===== src/rtl/mio_pkg.sv =====
// ----------------------------------------------------------------------------
// mio_pkg
// Shared definitions for the memory/I-O bus bridge.
//   state_e       : bridge FSM state encoding
//   IO_BASE       : cpu_addr[31:28] value that selects the I/O space
//   OFF_LED/SW/CNT: byte offsets of the I/O registers, with address bits [1:0] cleared
// ----------------------------------------------------------------------------
package mio_pkg;

    typedef enum logic [1:0] {
        IDLE     = 2'd0,
        RAM_WAIT = 2'd1,
        RESP     = 2'd2
    } state_e;

    localparam logic [3:0]  IO_BASE = 4'hF;

    localparam logic [27:0] OFF_LED = 28'h000_0000;
    localparam logic [27:0] OFF_SW  = 28'h000_0004;
    localparam logic [27:0] OFF_CNT = 28'h000_0008;

    // True when a CPU byte address falls into the I/O space.
    function automatic logic is_io(input logic [3:0] addr_top);
        return addr_top == IO_BASE;
    endfunction

endpackage


===== src/rtl/mio_io_regs.sv =====
// ----------------------------------------------------------------------------
// mio_io_regs
// Memory-mapped I/O register block: LED register, free-running counter and the
// switch read mux.
//   clk, reset : clock, asynchronous active-low reset
//   wr_en      : one-cycle write strobe for the addressed register
//   offset     : byte offset within the I/O space, with bits [1:0] already cleared
//   wdata      : write data
//   sw_in      : switch inputs
//   rdata      : combinational read data for the addressed register (0 if unmapped)
//   led_out    : LED register contents
// ----------------------------------------------------------------------------
module mio_io_regs
    import mio_pkg::*;
(
    input  logic        clk,
    input  logic        reset,
    input  logic        wr_en,
    input  logic [27:0] offset,
    input  logic [31:0] wdata,
    input  logic [15:0] sw_in,
    output logic [31:0] rdata,
    output logic [15:0] led_out
);

    logic [15:0] led_q;
    logic [31:0] counter_q;

    always_ff @(posedge clk or negedge reset) begin
        if (!reset) begin
            led_q     <= '0;
            counter_q <= '0;
        end else begin
            if (wr_en && (offset == OFF_LED)) begin
                led_q <= wdata[15:0];
            end
            // A CPU load wins over the free-running increment; wrap is natural.
            if (wr_en && (offset == OFF_CNT)) begin
                counter_q <= wdata;
            end else begin
                counter_q <= counter_q + 32'd1;
            end
        end
    end

    always_comb begin
        rdata = '0;
        case (offset)
            OFF_LED: rdata = {16'h0000, led_q};
            OFF_SW:  rdata = {16'h0000, sw_in};
            OFF_CNT: rdata = counter_q;
            default: rdata = '0;
        endcase
    end

    assign led_out = led_q;

endmodule


===== src/rtl/mio_bus.sv =====
// ----------------------------------------------------------------------------
// mio_bus
// Bridges a single-outstanding CPU request port onto a fixed-latency
// synchronous RAM and a small I/O register block.
//   clk, reset            : clock, asynchronous active-low reset
//   cpu_req/we/addr/wdata : CPU request, held until cpu_ready
//   cpu_rdata, cpu_ready  : one-cycle completion pulse with read data (0 on writes)
//   ram_en/we/addr/wdata  : RAM command, ram_en is a single-cycle strobe
//   ram_rdata             : RAM read data, valid RAM_LAT cycles after the ram_en cycle
//   led_out, sw_in        : LED register output, switch inputs
// Latency from acceptance to cpu_ready: RAM_LAT+2 cycles for RAM, 1 for I/O.
// ----------------------------------------------------------------------------
module mio_bus
    import mio_pkg::*;
#(
    parameter int unsigned RAM_LAT = 2
) (
    input  logic        clk,
    input  logic        reset,
    input  logic        cpu_req,
    input  logic        cpu_we,
    input  logic [31:0] cpu_addr,
    input  logic [31:0] cpu_wdata,
    output logic [31:0] cpu_rdata,
    output logic        cpu_ready,
    output logic        ram_en,
    output logic        ram_we,
    output logic [9:0]  ram_addr,
    output logic [31:0] ram_wdata,
    input  logic [31:0] ram_rdata,
    output logic [15:0] led_out,
    input  logic [15:0] sw_in
);

    localparam logic [2:0] LAT_CNT = 3'(RAM_LAT);

    state_e      state;
    logic [2:0]  wait_cnt;
    logic        req_io;
    logic        io_wr;
    logic [27:0] io_offset;
    logic [31:0] io_rdata;

    // Byte-lane bits are not decoded by either target.
    logic unused_addr_bits;
    assign unused_addr_bits = ^cpu_addr[1:0];

    assign req_io    = is_io(cpu_addr[31:28]);
    assign io_offset = {cpu_addr[27:2], 2'b00};
    assign io_wr     = (state == IDLE) && cpu_req && req_io && cpu_we;

    mio_io_regs u_io_regs (
        .clk     (clk),
        .reset   (reset),
        .wr_en   (io_wr),
        .offset  (io_offset),
        .wdata   (cpu_wdata),
        .sw_in   (sw_in),
        .rdata   (io_rdata),
        .led_out (led_out)
    );

    always_ff @(posedge clk or negedge reset) begin
        if (!reset) begin
            state     <= IDLE;
            wait_cnt  <= '0;
            cpu_ready <= 1'b0;
            cpu_rdata <= '0;
            ram_en    <= 1'b0;
            ram_we    <= 1'b0;
            ram_addr  <= '0;
            ram_wdata <= '0;
        end else begin
            ram_en    <= 1'b0;
            cpu_ready <= 1'b0;
            unique case (state)
                IDLE: begin
                    if (cpu_req) begin
                        if (req_io) begin
                            // I/O completes immediately; the write (if any) lands this edge.
                            cpu_rdata <= cpu_we ? 32'h0 : io_rdata;
                            cpu_ready <= 1'b1;
                            state     <= RESP;
                        end else begin
                            ram_en    <= 1'b1;
                            ram_we    <= cpu_we;
                            ram_addr  <= cpu_addr[11:2];
                            ram_wdata <= cpu_wdata;
                            wait_cnt  <= '0;
                            state     <= RAM_WAIT;
                        end
                    end
                end
                RAM_WAIT: begin
                    // wait_cnt is 0 during the ram_en cycle and reaches RAM_LAT on the
                    // cycle in which ram_rdata is valid.
                    if (wait_cnt == LAT_CNT) begin
                        cpu_rdata <= ram_we ? 32'h0 : ram_rdata;
                        cpu_ready <= 1'b1;
                        wait_cnt  <= '0;
                        state     <= RESP;
                    end else begin
                        wait_cnt <= wait_cnt + 3'd1;
                    end
                end
                RESP: begin
                    cpu_rdata <= '0;
                    state     <= IDLE;
                end
                default: begin
                    state <= IDLE;
                end
            endcase
        end
    end

endmodule


===== config.mk =====
export PLATFORM = sky130hd
export DESIGN_NAME = mio_bus
export DESIGN_NICKNAME = d
export VERILOG_FILES = /design/src/rtl/mio_pkg.sv /design/src/rtl/mio_io_regs.sv /design/src/rtl/mio_bus.sv
export SDC_FILE = /design/constraint.sdc
export NUM_CORES = 1
export LEC_CHECK = 0
export ABC_AREA = 1
export BUFFER_PORTS_ARGS = -buffer_cell sky130_fd_sc_hd__buf_4
export CAP_MARGIN = 20
export CORE_UTILIZATION = 51
export CTS_BUF_LIST = sky130_fd_sc_hd__clkbuf_8 sky130_fd_sc_hd__clkbuf_16
export DETAILED_ROUTE_END_ITERATION = 16
export PLACE_DENSITY = 0.9
export RECOVER_POWER = 100
export SLEW_MARGIN = 20
export SYNTH_ARGS = -nofsm -noshare
export SYNTH_HDL_FRONTEND = slang
export SYNTH_SLANG_ARGS = --single-unit

===== constraint.sdc =====
create_clock -name clk -period 2 [get_ports clk]
set_input_delay 0.1 -clock clk [delete_from_list [all_inputs] [get_ports clk]]
set_output_delay 0.1 -clock clk [all_outputs]
set_load 0.01 [all_outputs]

==> flow_summary.yaml, run 1 <==
status:
  status: "finished, final reports clean"
timing:
  tightest_slew_ns: 0.9022
  holdWs_ns: 0.008792
  drv_slew: 0
  min_period_over_period: 0.9578
  fin_setup_tns_ns: 0
  relSlewSlack: 0.3985
  clock_skew_ns: 0.01216
  min_period_ns: 1.916
  setup_viol: 0
  clock.fmax_mhz: 522.0
  hold_viol: 0
grt:
  antenna_found_initial: 0
  grt_max_degree: 58
  grt_pass1_wl_mm: 35.28
  grt-busiest-layer: "met2"
  met2_usage: 0.5800
  grt_pass1_vias: 7311
  grt_use_met1: 0.3986
  grt.overflow.total: 0
  grt_use_total: 0.3450
  grtUsageMet3: 0.09114
place:
  dpl.hpwl_mm: 14.74
  gp_congestion: 0.9689
  placed_cells: 1248
  portBuffers: 206
  placed_area_mm2: 0.008539
logic_synthesis:
  netlist_area_mm2: 0.006764
  synth_nets: 1011
  seq_area_frac_synth: 0.4809
  syn_inst: 891
  ys_types: 29
  yosysWarnings: 0
  yosys_register_bits: 130
  syn_area_per_cell_um2: 7.591
power_and_ir_drop:
  p_comb_frac: 0.306
  ir_drop_mv: 0.7226
  power-per-cell-area_mw_per_mm2: 1104
  seqPwrFrac: 0.362
  swShare: 0.3467
  internal_power_mw: 6.853
  p_sw_mw: 3.637
  p_total_mw: 10.49
  p_leak_nw: 4.537
  pwr-share-clk: 0.331
floorplanning:
  dieHeight_um: 117.2
  start_util: 0.5295
  row_count: 41
  core_mm2: 0.01277
  boundaryPins: 209
  die-area_mm2: 0.01373
  die_w_um: 117.2
final_layout:
  final_common_cell: "nand2_1"
  final_cell_area_mm2: 0.009500
  seq_area_mm2: 0.003253
  nFillCells: 945
  area_delta_synth_final_pct: 40.46
  stdcell_count: 1347
  fin_nets: 1282
  multi_input_area_mm2: 0.003062
  mostFrequentLayoutCells: "nand2_1, dfrtp_1, buf_4, clkbuf_1, o21ai_0"
  diodes: 0
  drive_gt1_frac: 0.1600
setup_path:
  r2r-end: "u_io_regs.led_out[13]"
  cp-startpoint: "state[1]"
  r2r_cells: 10
  crit_path_max_incr_delay_ns: 0.38
  critPathLaunchType: "register"
  criticalPathCategory: "register to register"
  endpoint_kind: "register"
  worstPathArrival_ns: 2.23
  crit_top_cell: "inv_1"
  worstPathCellList: "inv_1 > ha_1 > inv_1 > nor2_2 > nand3_2 > inv_1 > nand4_1 > buf_6 > nand2_1 > o21ai_1"
  crit_fanout: 32
  crit_required_ns: 2.31
  worst_path_max_delay_cell: "dfrtp_1"
  endpoint: "u_io_regs.led_out[13]"
  r2r_start: "state[1]"
  regToRegSetupSlack_ns: 0.08
clock_tree:
  cts.path.max_buffers: 2
  insertion_delay_ns: 0.43
  clk_pin_slew_ns: 0.06
  cts_sinks: 130
  htree_levels: 4
  cts_buffers: 17
  clockRootBuffer: "clkbuf_16"
  cts_tree: "built"
drt:
  drt_wl_total_mm: 22.81
  vias: 7466
  firstDrtPassIters: 6
  wl_per_cell_um: 16.94
  vias_per_cell: 5.543
  drc: 0
  detail_route.iter0.violations: 853
  antenna_left: 0
min_path:
  worstHoldPathType: "input pin to register"
flow_run:
  drv_cap: 0
## worst max-delay path, delay by kind of cell (launching register included)
| family | cells | cell delay, ns |
|---|---|---|
| buffers and inverters | 4 | 0.48 |
| and+or+nand+nor | 4 | 0.60 |
| DFF | 1 | 0.38 |
| AOI/OAI and AO/OA | 1 | 0.10 |
| adders and majority gates | 1 | 0.23 |
## state kept, by name, indices dropped and copies added, names as in the netlist
signal	flops
cpu_rdata	32
wait_cnt	3
state	2
cpu_ready	1
ram_wdata	32
ram_we	1
ram_en	1
u_io_regs.counter_q	32
u_io_regs.led_out	16
ram_addr	10
## Yosys cell counts (all sizes together)
library cell / number / area, um2
xor2: 9 / 78.83
nand3: 38 / 202.7
o21bai: 1 / 7.510
nand3b: 4 / 30.03
a21oi: 33 / 165.2
dfrtp: 130 / 3253
o211ai: 1 / 7.510
o22ai: 1 / 6.260
a31oi: 2 / 12.51
buf: 23 / 128.9
inv: 68 / 255.3
nand2: 310 / 1166
xnor2: 11 / 96.34
nor2: 79 / 367.9
o21ai: 87 / 435.4
ha: 4 / 50.05
clkbuf: 20 / 75.07
nand2b: 1 / 6.260
nor3: 10 / 50.05
nand4: 59 / 369.1
## worst min-delay path by stage
stage	start	end	depth (start not counted)	slack, ns
5_1_grt	ram_rdata[3]	cpu_rdata[3]	3	0.02
3_3_place_gp	reset	cpu_rdata[25]	1	0.10
4_1_cts	ram_rdata[3]	cpu_rdata[3]	3	0.00007
6_report	ram_rdata[8]	cpu_rdata[8]	3	0.009
2_1_floorplan	reset	cpu_rdata[0]	0	-0.20
3_5_place_dp	reset	cpu_rdata[25]	1	0.10
## layer usage
layer,share of wire,up-vias
met5,0,-
met2,0.49,437
met1,0.37,3494
met4,0.045,0
li1,-,3445
met3,0.093,90
## what timing repair did
| item | CTS | global route |
|---|---|---|
| endpoints found under the hold margin | 139 | 0 |
| setup buffers | 0 | 2 |
| resized for setup | 0 | 8 |
| hold buffers | 65 | 0 |
| endpoints found under the setup margin | 0 | 53 |
## logic make-up (layout without fill, tap and decap cells)
kind of cell / count (synthesis) / in the layout / synth area share
adders and majority gates: 4 / 4 / 0.007399
and+or+nand+nor: 501 / 501 / 0.3241
DFF: 130 / 130 / 0.4809
xor gates and xnor gates: 20 / 20 / 0.02590
AOI/OAI and AO/OA: 125 / 125 / 0.09379
buffers and inverters: 111 / 395 / 0.06789
## through the flow
| step | worst slack, ns | utilization |
|---|---|---|
| final | 0.08435 | 0.7438 |
| after global routing | -0.007454 | 0.7438 |
| after CTS | 0.06173 | 0.7714 |
| after detailed placement | 0.1706 | 0.6685 |
| after global placement | 0.2172 | 0.6685 |
| after floorplan | 0.2756 | - |
## final cells by class
cell class                      count  area share
Clock inverter                     11     0.01923
Inverter                           68     0.02713
Timing Repair Buffer              295      0.2157
Tap cell                          172     0.02265
Multi-Input combinational cell    650      0.3223
Sequential cell                   130      0.3424
Clock buffer                       21     0.05057
## power groups by stage
| stage | combinational (mW) | clock (mW) | sequential [mW] |
|---|---|---|---|
| 2_1_floorplan | 1.43 | 0 | 4.08 |
| 3_3_place_gp | 3.44 | 0 | 3.78 |
| 3_5_place_dp | 3.56 | 0 | 3.81 |
| 4_1_cts | 3.68 | 3.49 | 3.78 |
| 5_1_grt | 3.59 | 3.60 | 3.87 |
| 6_report | 3.21 | 3.48 | 3.80 |
Note: power is estimated with default switching activity, not from simulation.
==> run 2, diff against run 1 <==
--- a/config.mk
+++ b/config.mk
@@ -5,13 +5,13 @@
 export SDC_FILE = /design/constraint.sdc
 export NUM_CORES = 1
 export LEC_CHECK = 0
-export ABC_AREA = 1
 export BUFFER_PORTS_ARGS = -buffer_cell sky130_fd_sc_hd__buf_4
 export CAP_MARGIN = 20
+export CORE_MARGIN = 5
 export CORE_UTILIZATION = 51
 export CTS_BUF_LIST = sky130_fd_sc_hd__clkbuf_8 sky130_fd_sc_hd__clkbuf_16
 export DETAILED_ROUTE_END_ITERATION = 16
-export PLACE_DENSITY = 0.9
+export PLACE_DENSITY = 0.91
 export RECOVER_POWER = 100
 export SLEW_MARGIN = 20
 export SYNTH_ARGS = -nofsm -noshare
==> run 2 against run 1 <==
Against the previous run: the flow now finishes with violations (capacitance limit, slew limit); first-iteration DRC count fell by 33%; final cell count fell by 26%; non-clock buffer count fell by 8; sequential power rose by 5%; global-route usage fell by 5.6 points; cell area fell by 7.1%; synthesized cell count fell by 36%; register-to-register slack barely moved; combinational power rose by 14%; hold slack improved by 0.0021 ns; largest cell class unchanged.
==> flow_summary.yaml, run 2 <==
setup_path:
  endpoint_kind: "register"
  crit_required_ns: 2.30
  r2r_cells: 7
  crit_fanout: 16
  criticalPathCategory: "input pin to register"
  regToRegSetupSlack_ns: 0.08
  critPathLaunchType: "input pin"
  r2r-end: "cpu_rdata[1]"
  r2r_start: "state[1]"
  worstPathArrival_ns: 2.29
status:
  status: "finished with violations"
  violations: "capacitance limit, slew limit"
grt:
  grt-busiest-layer: "met2"
  grt.overflow.total: 0
  met2_usage: 0.5187
  grt_max_degree: 61
  grt_pass1_wl_mm: 32.77
  grt_pass1_vias: 6463
  grtUsageMet3: 0.07116
  grt_use_met1: 0.3247
  antenna_found_initial: 0
  grt_use_total: 0.2886
drt:
  wl_per_cell_um: 20.26
  firstDrtPassIters: 6
  vias: 5777
  detail_route.iter0.violations: 568
  vias_per_cell: 5.765
  antenna_left: 0
  drc: 0
  drt_wl_total_mm: 20.30
power_and_ir_drop:
  p_total_mw: 10.73
  ir_drop_mv: 0.6013
  p_leak_nw: 3.926
  power-per-cell-area_mw_per_mm2: 1215
floorplanning:
  die-area_mm2: 0.01434
  start_util: 0.5157
  core_mm2: 0.01191
  dieHeight_um: 119.7
  row_count: 40
  die_w_um: 119.7
  boundaryPins: 209
flow_run:
  drv_cap: 1
logic_synthesis:
  syn_area_per_cell_um2: 10.78
  synth_top_area_share: 0.5296
  async_flop_share: 1.000
  ys_types: 40
  netlist_area_mm2: 0.006142
  synth_nets: 690
  yosys_register_bits: 130
  yosysWarnings: 0
  seq_area_frac_synth: 0.5296
  yosysMostFrequentCell: "dfrtp_1"
  yosys-top-cells-count: "dfrtp_1, nor2_1, a21oi_1, mux2_2, a22oi_1"
  yosys-top-cells-area: "dfrtp_1, mux2_2, a21oi_1, nor2_1, a22oi_1"
  synth_area_leader_cell: "dfrtp_1"
  ys.flop_type: "dfrtp_1"
  syn_inst: 570
  synth_edf_count: 0
clock_tree:
  cts_sinks: 130
  insertion_delay_ns: 0.42
  cts.path.max_buffers: 2
  clk_pin_slew_ns: 0.06
  cts_buffers: 17
  cts_tree: "built"
  htree_levels: 4
  clockRootBuffer: "clkbuf_16"
final_layout:
  fin_nets: 964
  area_delta_synth_final_pct: 43.72
  stdcell_count: 1002
  diodes: 0
  drive_gt1_frac: 0.2655
  final_common_cell: "dfrtp_1"
  mostFrequentLayoutCells: "dfrtp_1, buf_4, clkbuf_1, nor2_1, a21oi_1"
  largestRegisters: "cpu_rdata: 32 flops, ram_wdata: 32 flops, u_io_regs.counter_q: 32 flops"
timing:
  setup_viol: 0
  tightest_slew_ns: 1.590
  drv_slew: 61
  hold_viol: 0
  clock.fmax_mhz: 500.8
  clock_skew_ns: 0.01354
  relSlewSlack: -0.05993
  min_period_over_period: 0.9983
  min_period_ns: 1.997
  fin_setup_tns_ns: 0
place:
  dpl.hpwl_mm: 13.46
  gp_congestion: 0.8477
  placed_cells: 913
  portBuffers: 206
min_path:
  whs_endpoint: "cpu_rdata[4]"
  min_from: "ram_rdata[4]"
  hold_depth: 3
  worstHoldPathType: "input pin to register"
[run 2: cell types whose count changed after synthesis, sizes merged, moves of 24 or more]
cell | previous run | this run
nand4 | 59 | 14
a22oi | 0 | 32
nand2 | 310 | 27
inv | 68 | 10
a21oi | 33 | 66
mux2 | 0 | 60
o21ai | 87 | 20
nand3 | 38 | 14
[run 2: worst max path at each step]
stage / startpoint / endpoint / slack [ns]
floorplan: state[1] / cpu_rdata[21] / -0.003
global placement: state[1] / cpu_rdata[19] / 0.12
detailed placement: state[0] / cpu_rdata[18] / 0.03
CTS: cpu_addr[5] / u_io_regs.led_out[3] / 0.01
global route: u_io_regs.counter_q[1] / u_io_regs.counter_q[24] / -0.0007
finish: cpu_addr[10] / u_io_regs.led_out[3] / 0.003
[run 2: metal layers]
layer  vias up  routed length (um)
met1      2825                7514
met3        74                1310
met5         -                   0
met2       301               10700
li1       2577                   -
met4         0                 770
[run 2: power breakdown]
| part | switching, mW | leakage, nW | total [mW] | internal [mW] |
|---|---|---|---|---|
| Clock | 1.10 | 0.305 | 3.08 | 1.98 |
| Combinational | 2.15 | 1.98 | 3.67 | 1.52 |
| Sequential | 0.491 | 1.64 | 3.98 | 3.49 |
| Total | 3.74 | 3.93 | 10.7 | 6.99 |
[run 2: logic make-up after synthesis]
logic type	after synthesis	synth area share
fa+ha+maj	4	0.008149
compound gates	126	0.1200
simple gates	162	0.1344
xor+xnor	30	0.04278
buf+inv	42	0.02893
flops	130	0.5296
mux	76	0.1361
[run 2: final cells by class]
cell class / instances / area [um2]
multi-input cells: 398 / 2791
repair buffers: 287 / 1984
well taps: 147 / 183.9
fillers: 839 / 3084
clock inverters: 11 / 123.9
inverters: 10 / 37.54
flip-flops and latches: 130 / 3253
clock buffers: 19 / 452.9
[run 2: timing repair]
item	CTS	global route
setup buffers	0	2
hold endpoints to repair	160	0
hold buffers	57	0
setup endpoints to repair	1	52
resized for setup	1	12
pin swaps	0	4
[run 2: worst max-delay path, stage by stage]
cell and delay [ns]:
dlygate4sd3_1 0.54, buf_4 0.14, nor4_1 0.33, nand2_1 0.26, nor2_4 0.14, and4_1 0.25, buf_12 0.17, mux2_2 0.35
[run 2: stage by stage]
stage / util / cell area (um2) / hold slack (ns) / worst slack [ns]
CTS: 0.7678 / 9145 / 0.005147 / 0.01208
finish: 0.7411 / 8827 / 0.01085 / 0.003364
global route: 0.7411 / 8827 / 0.01949 / -0.0007421
detailed placement: 0.6714 / 7998 / 0.1246 / 0.03373
floorplan: - / 6165 / -0.1956 / -0.002579
global placement: 0.6714 / 7998 / 0.1136 / 0.1168
==> run 3, diff against run 2 <==
--- a/config.mk
+++ b/config.mk
@@ -11,9 +11,10 @@
 export CORE_UTILIZATION = 51
 export CTS_BUF_LIST = sky130_fd_sc_hd__clkbuf_8 sky130_fd_sc_hd__clkbuf_16
 export DETAILED_ROUTE_END_ITERATION = 16
-export PLACE_DENSITY = 0.91
+export PLACE_DENSITY = 0.9
 export RECOVER_POWER = 100
 export SLEW_MARGIN = 20
 export SYNTH_ARGS = -nofsm -noshare
 export SYNTH_HDL_FRONTEND = slang
+export SYNTH_HIERARCHICAL = 1
 export SYNTH_SLANG_ARGS = --single-unit
==> constraint.sdc (replaced) <==
create_clock -name clk -period 2 [get_ports clk]
set_input_delay 0.3 -clock clk [delete_from_list [all_inputs] [get_ports clk]]
set_output_delay 0.3 -clock clk [all_outputs]
set_load 0.01 [all_outputs]
==> run 3 against run 2 <==
Against the previous run: critical path depth decreased by 3; clock-buffer cell count increased by 4; wire length decreased by 3.3%; clock power increased by 3%; global-route usage decreased by 2.9 points; synthesized cell count increased by 10%; largest cell class unchanged; hold slack improved by 0.10 ns; clock skew decreased by 0.0080 ns; the run now ends clean; combinational power increased by 7.1%.
==> flow_summary.yaml, run 3 <==
final_layout:
  drive_gt1_frac: 0.3014
  final_common_cell: "buf_4"
  seq_area_mm2: 0.003254
  diodes: 0
  mostFrequentLayoutCells: "buf_4, dfrtp_1, clkbuf_1, a21oi_1, nor2_1"
  multi_input_area_mm2: 0.003124
  nFillCells: 1022
  area_delta_synth_final_pct: 32.57
  stdcell_count: 1028
  largestRegisters: "cpu_rdata: 32 flops, ram_wdata: 32 flops, u_io_regs/counter_q: 32 flops"
  fin_nets: 965
logic_synthesis:
  yosys_register_bits: 130
  yosysMostFrequentCell: "dfrtp_1"
  seq_area_frac_synth: 0.4940
  yosys-top-cells-area: "dfrtp_1, mux2_2, a21oi_1, a22oi_1, nor2_1"
  ys.flop_type: "dfrtp_1"
  syn_inst: 628
  synth_edf_count: 0
  netlist_area_mm2: 0.006585
  ys_types: 55
  synth_top_area_share: 0.4940
  yosys-top-cells-count: "dfrtp_1, a21oi_1, nor2_1, mux2_2, nand2_1"
  synth_area_leader_cell: "dfrtp_1"
  async_flop_share: 1.000
  syn_area_per_cell_um2: 10.49
  yosysWarnings: 6
setup_path:
  criticalPathCategory: "register to register"
  critPathLaunchType: "register"
  worst_path_max_delay_cell: "or4b_4"
  worstPathArrival_ns: 2.27
  crit_fanout: 8
  cp_num_buf_inv: 1
  crit_family: "simple AND/OR/NAND/NOR gates"
  crit_path_max_incr_delay_ns: 0.61
  worstPathCellList: "inv_2 > ha_1 > and4_4 > or4b_4 > mux2_4"
  endpoint_kind: "register"
  crit_required_ns: 2.29
timing:
  drv_slew: 0
  relSlewSlack: 0.2954
  min_period_ns: 1.988
  setup_viol: 0
  min_period_over_period: 0.9938
  tightest_slew_ns: 1.057
  clock.fmax_mhz: 503.1
  grt_setup_unrepaired: "false"
  clock_skew_ns: 0.005575
  hold_viol: 0
  holdWs_ns: 0.1156
place:
  placed_cells: 995
  gp_congestion: 0.8675
  dpl.hpwl_mm: 14.29
  portBuffers: 206
power_and_ir_drop:
  p_leak_nw: 3.777
  ir_drop_mv: 0.6992
  power-per-cell-area_mw_per_mm2: 1266
clock_tree:
  clockRootBuffer: "clkbuf_16"
  cts_buffers: 17
  insertion_delay_ns: 0.41
  cts_sinks: 130
  cts_tree: "built"
  clk_pin_slew_ns: 0.05
  htree_levels: 4
  cts.path.max_buffers: 2
drt:
  drc: 0
  firstDrtPassIters: 5
  vias_per_cell: 5.745
  met3WireLength_mm: 1.739
  highest_layer: "met4"
  antenna_left: 0
  wl_per_cell_um: 19.09
  drt_wl_total_mm: 19.63
  route.met2.wl_mm: 9.733
  vias: 5906
  drt-met1-wl_mm: 7.673
  detail_route.iter0.violations: 598
floorplanning:
  die_w_um: 123.6
  dieHeight_um: 123.6
  start_util: 0.5218
  boundaryPins: 209
  core_mm2: 0.01262
  die-area_mm2: 0.01528
  row_count: 41
grt:
  grt_use_total: 0.2592
  grt_pass1_wl_mm: 30.62
  grt_pass1_vias: 6009
  antenna_found_initial: 0
  grt.overflow.total: 0
  grt_max_degree: 47
flow_run:
  drv_cap: 0
status:
  status: "finished, final reports clean"
min_path:
  worstHoldPathType: "input pin to register"
[run 3: changes by cell type after synthesis, sizes merged, moves of 7 or more]
cell,delta
nand2,+9
buf,+7
xor2,-10
a21oi,+17
and2,+20
nor2,-15
[run 3: layer usage]
layer / vias up / global-route usage
li1: 2703 / -
met1: 2866 / 0.3301
met2: 299 / 0.4235
met3: 38 / 0.06358
met4: 0 / 0.1080
met5: - / 0
[run 3: what timing repair did]
action | in CTS | in global routing
gates cloned | 1 | 0
hold buffers | 1 | 0
endpoints found under the hold margin | 41 | 0
buffers inserted | 0 | 1
gates resized for setup | 3 | 8
pin swaps | 0 | 0
endpoints found under the setup margin | 16 | 13
[run 3: cells by family after synthesis]
family                   after synthesis  share of synthesized area
buffers and inverters                 52                    0.04180
flip-flops                           130                     0.4940
XOR/XNOR                              20                    0.02660
AO/OA/AOI/OAI                        162                     0.1566
other                                  1                  0.0005695
AND/OR/NAND/NOR                      184                     0.1419
multiplexers                          75                     0.1309
adder cells (fa/ha/maj)                4                   0.007601
[run 3: stage by stage]
stage | TNS [ns] | utilization | setup WS, ns | power, mW | area [um2]
4_1_cts | 0 | 0.7206 | 0.003771 | 11.77 | 9094
6_report | 0 | 0.6918 | 0.01232 | 11.06 | 8730
5_1_grt | 0 | 0.6918 | 0.001363 | 11.68 | 8730
3_3_place_gp | -2.645 | 0.6698 | -0.1759 | 8.362 | 8453
2_1_floorplan | -0.7853 | - | -0.07853 | 6.476 | 6621
3_5_place_dp | -4.009 | 0.6698 | -0.2726 | 8.541 | 8453
[run 3: final cells by class]
class	count	share of cell area
Clock inverter	7	0.01218
Timing Repair Buffer	238	0.1700
Sequential cell	130	0.3728
Tap cell	172	0.02465
Multi-Input combinational cell	448	0.3579
Inverter	10	0.004300
Clock buffer	23	0.05819
[run 3: worst paths after layout]
check	start	end	slack (ns)	cells after the start
worst min register to register	ram_wdata[21]	ram_wdata[21]	0.51	1
worst max-delay path	state[0]	u_io_regs/led_out[9]	0.01	5
min in group asynchronous	reset	ram_addr[4]	0.62	2
worst min-delay path	cpu_wdata[23]	u_io_regs/counter_q[23]	0.12	3
max in group asynchronous	reset	ram_addr[1]	0.42	3
worst max register to register	state[0]	u_io_regs/led_out[9]	0.01	5
[run 3: power by group]
group | leakage [nW] | internal, mW | switching [mW]
logic | 1.85 | 1.65 | 2.28
clock network | 0.315 | 2.13 | 1.05
registers | 1.61 | 3.49 | 0.449
total | 3.78 | 7.27 | 3.79
[run 3: worst register-to-register path, stage by stage, from the launching register on]
cell     delay [ns]
dfrtp_1        0.40
inv_2          0.08
ha_1           0.17
and4_4         0.26
or4b_4         0.61
mux2_4         0.35
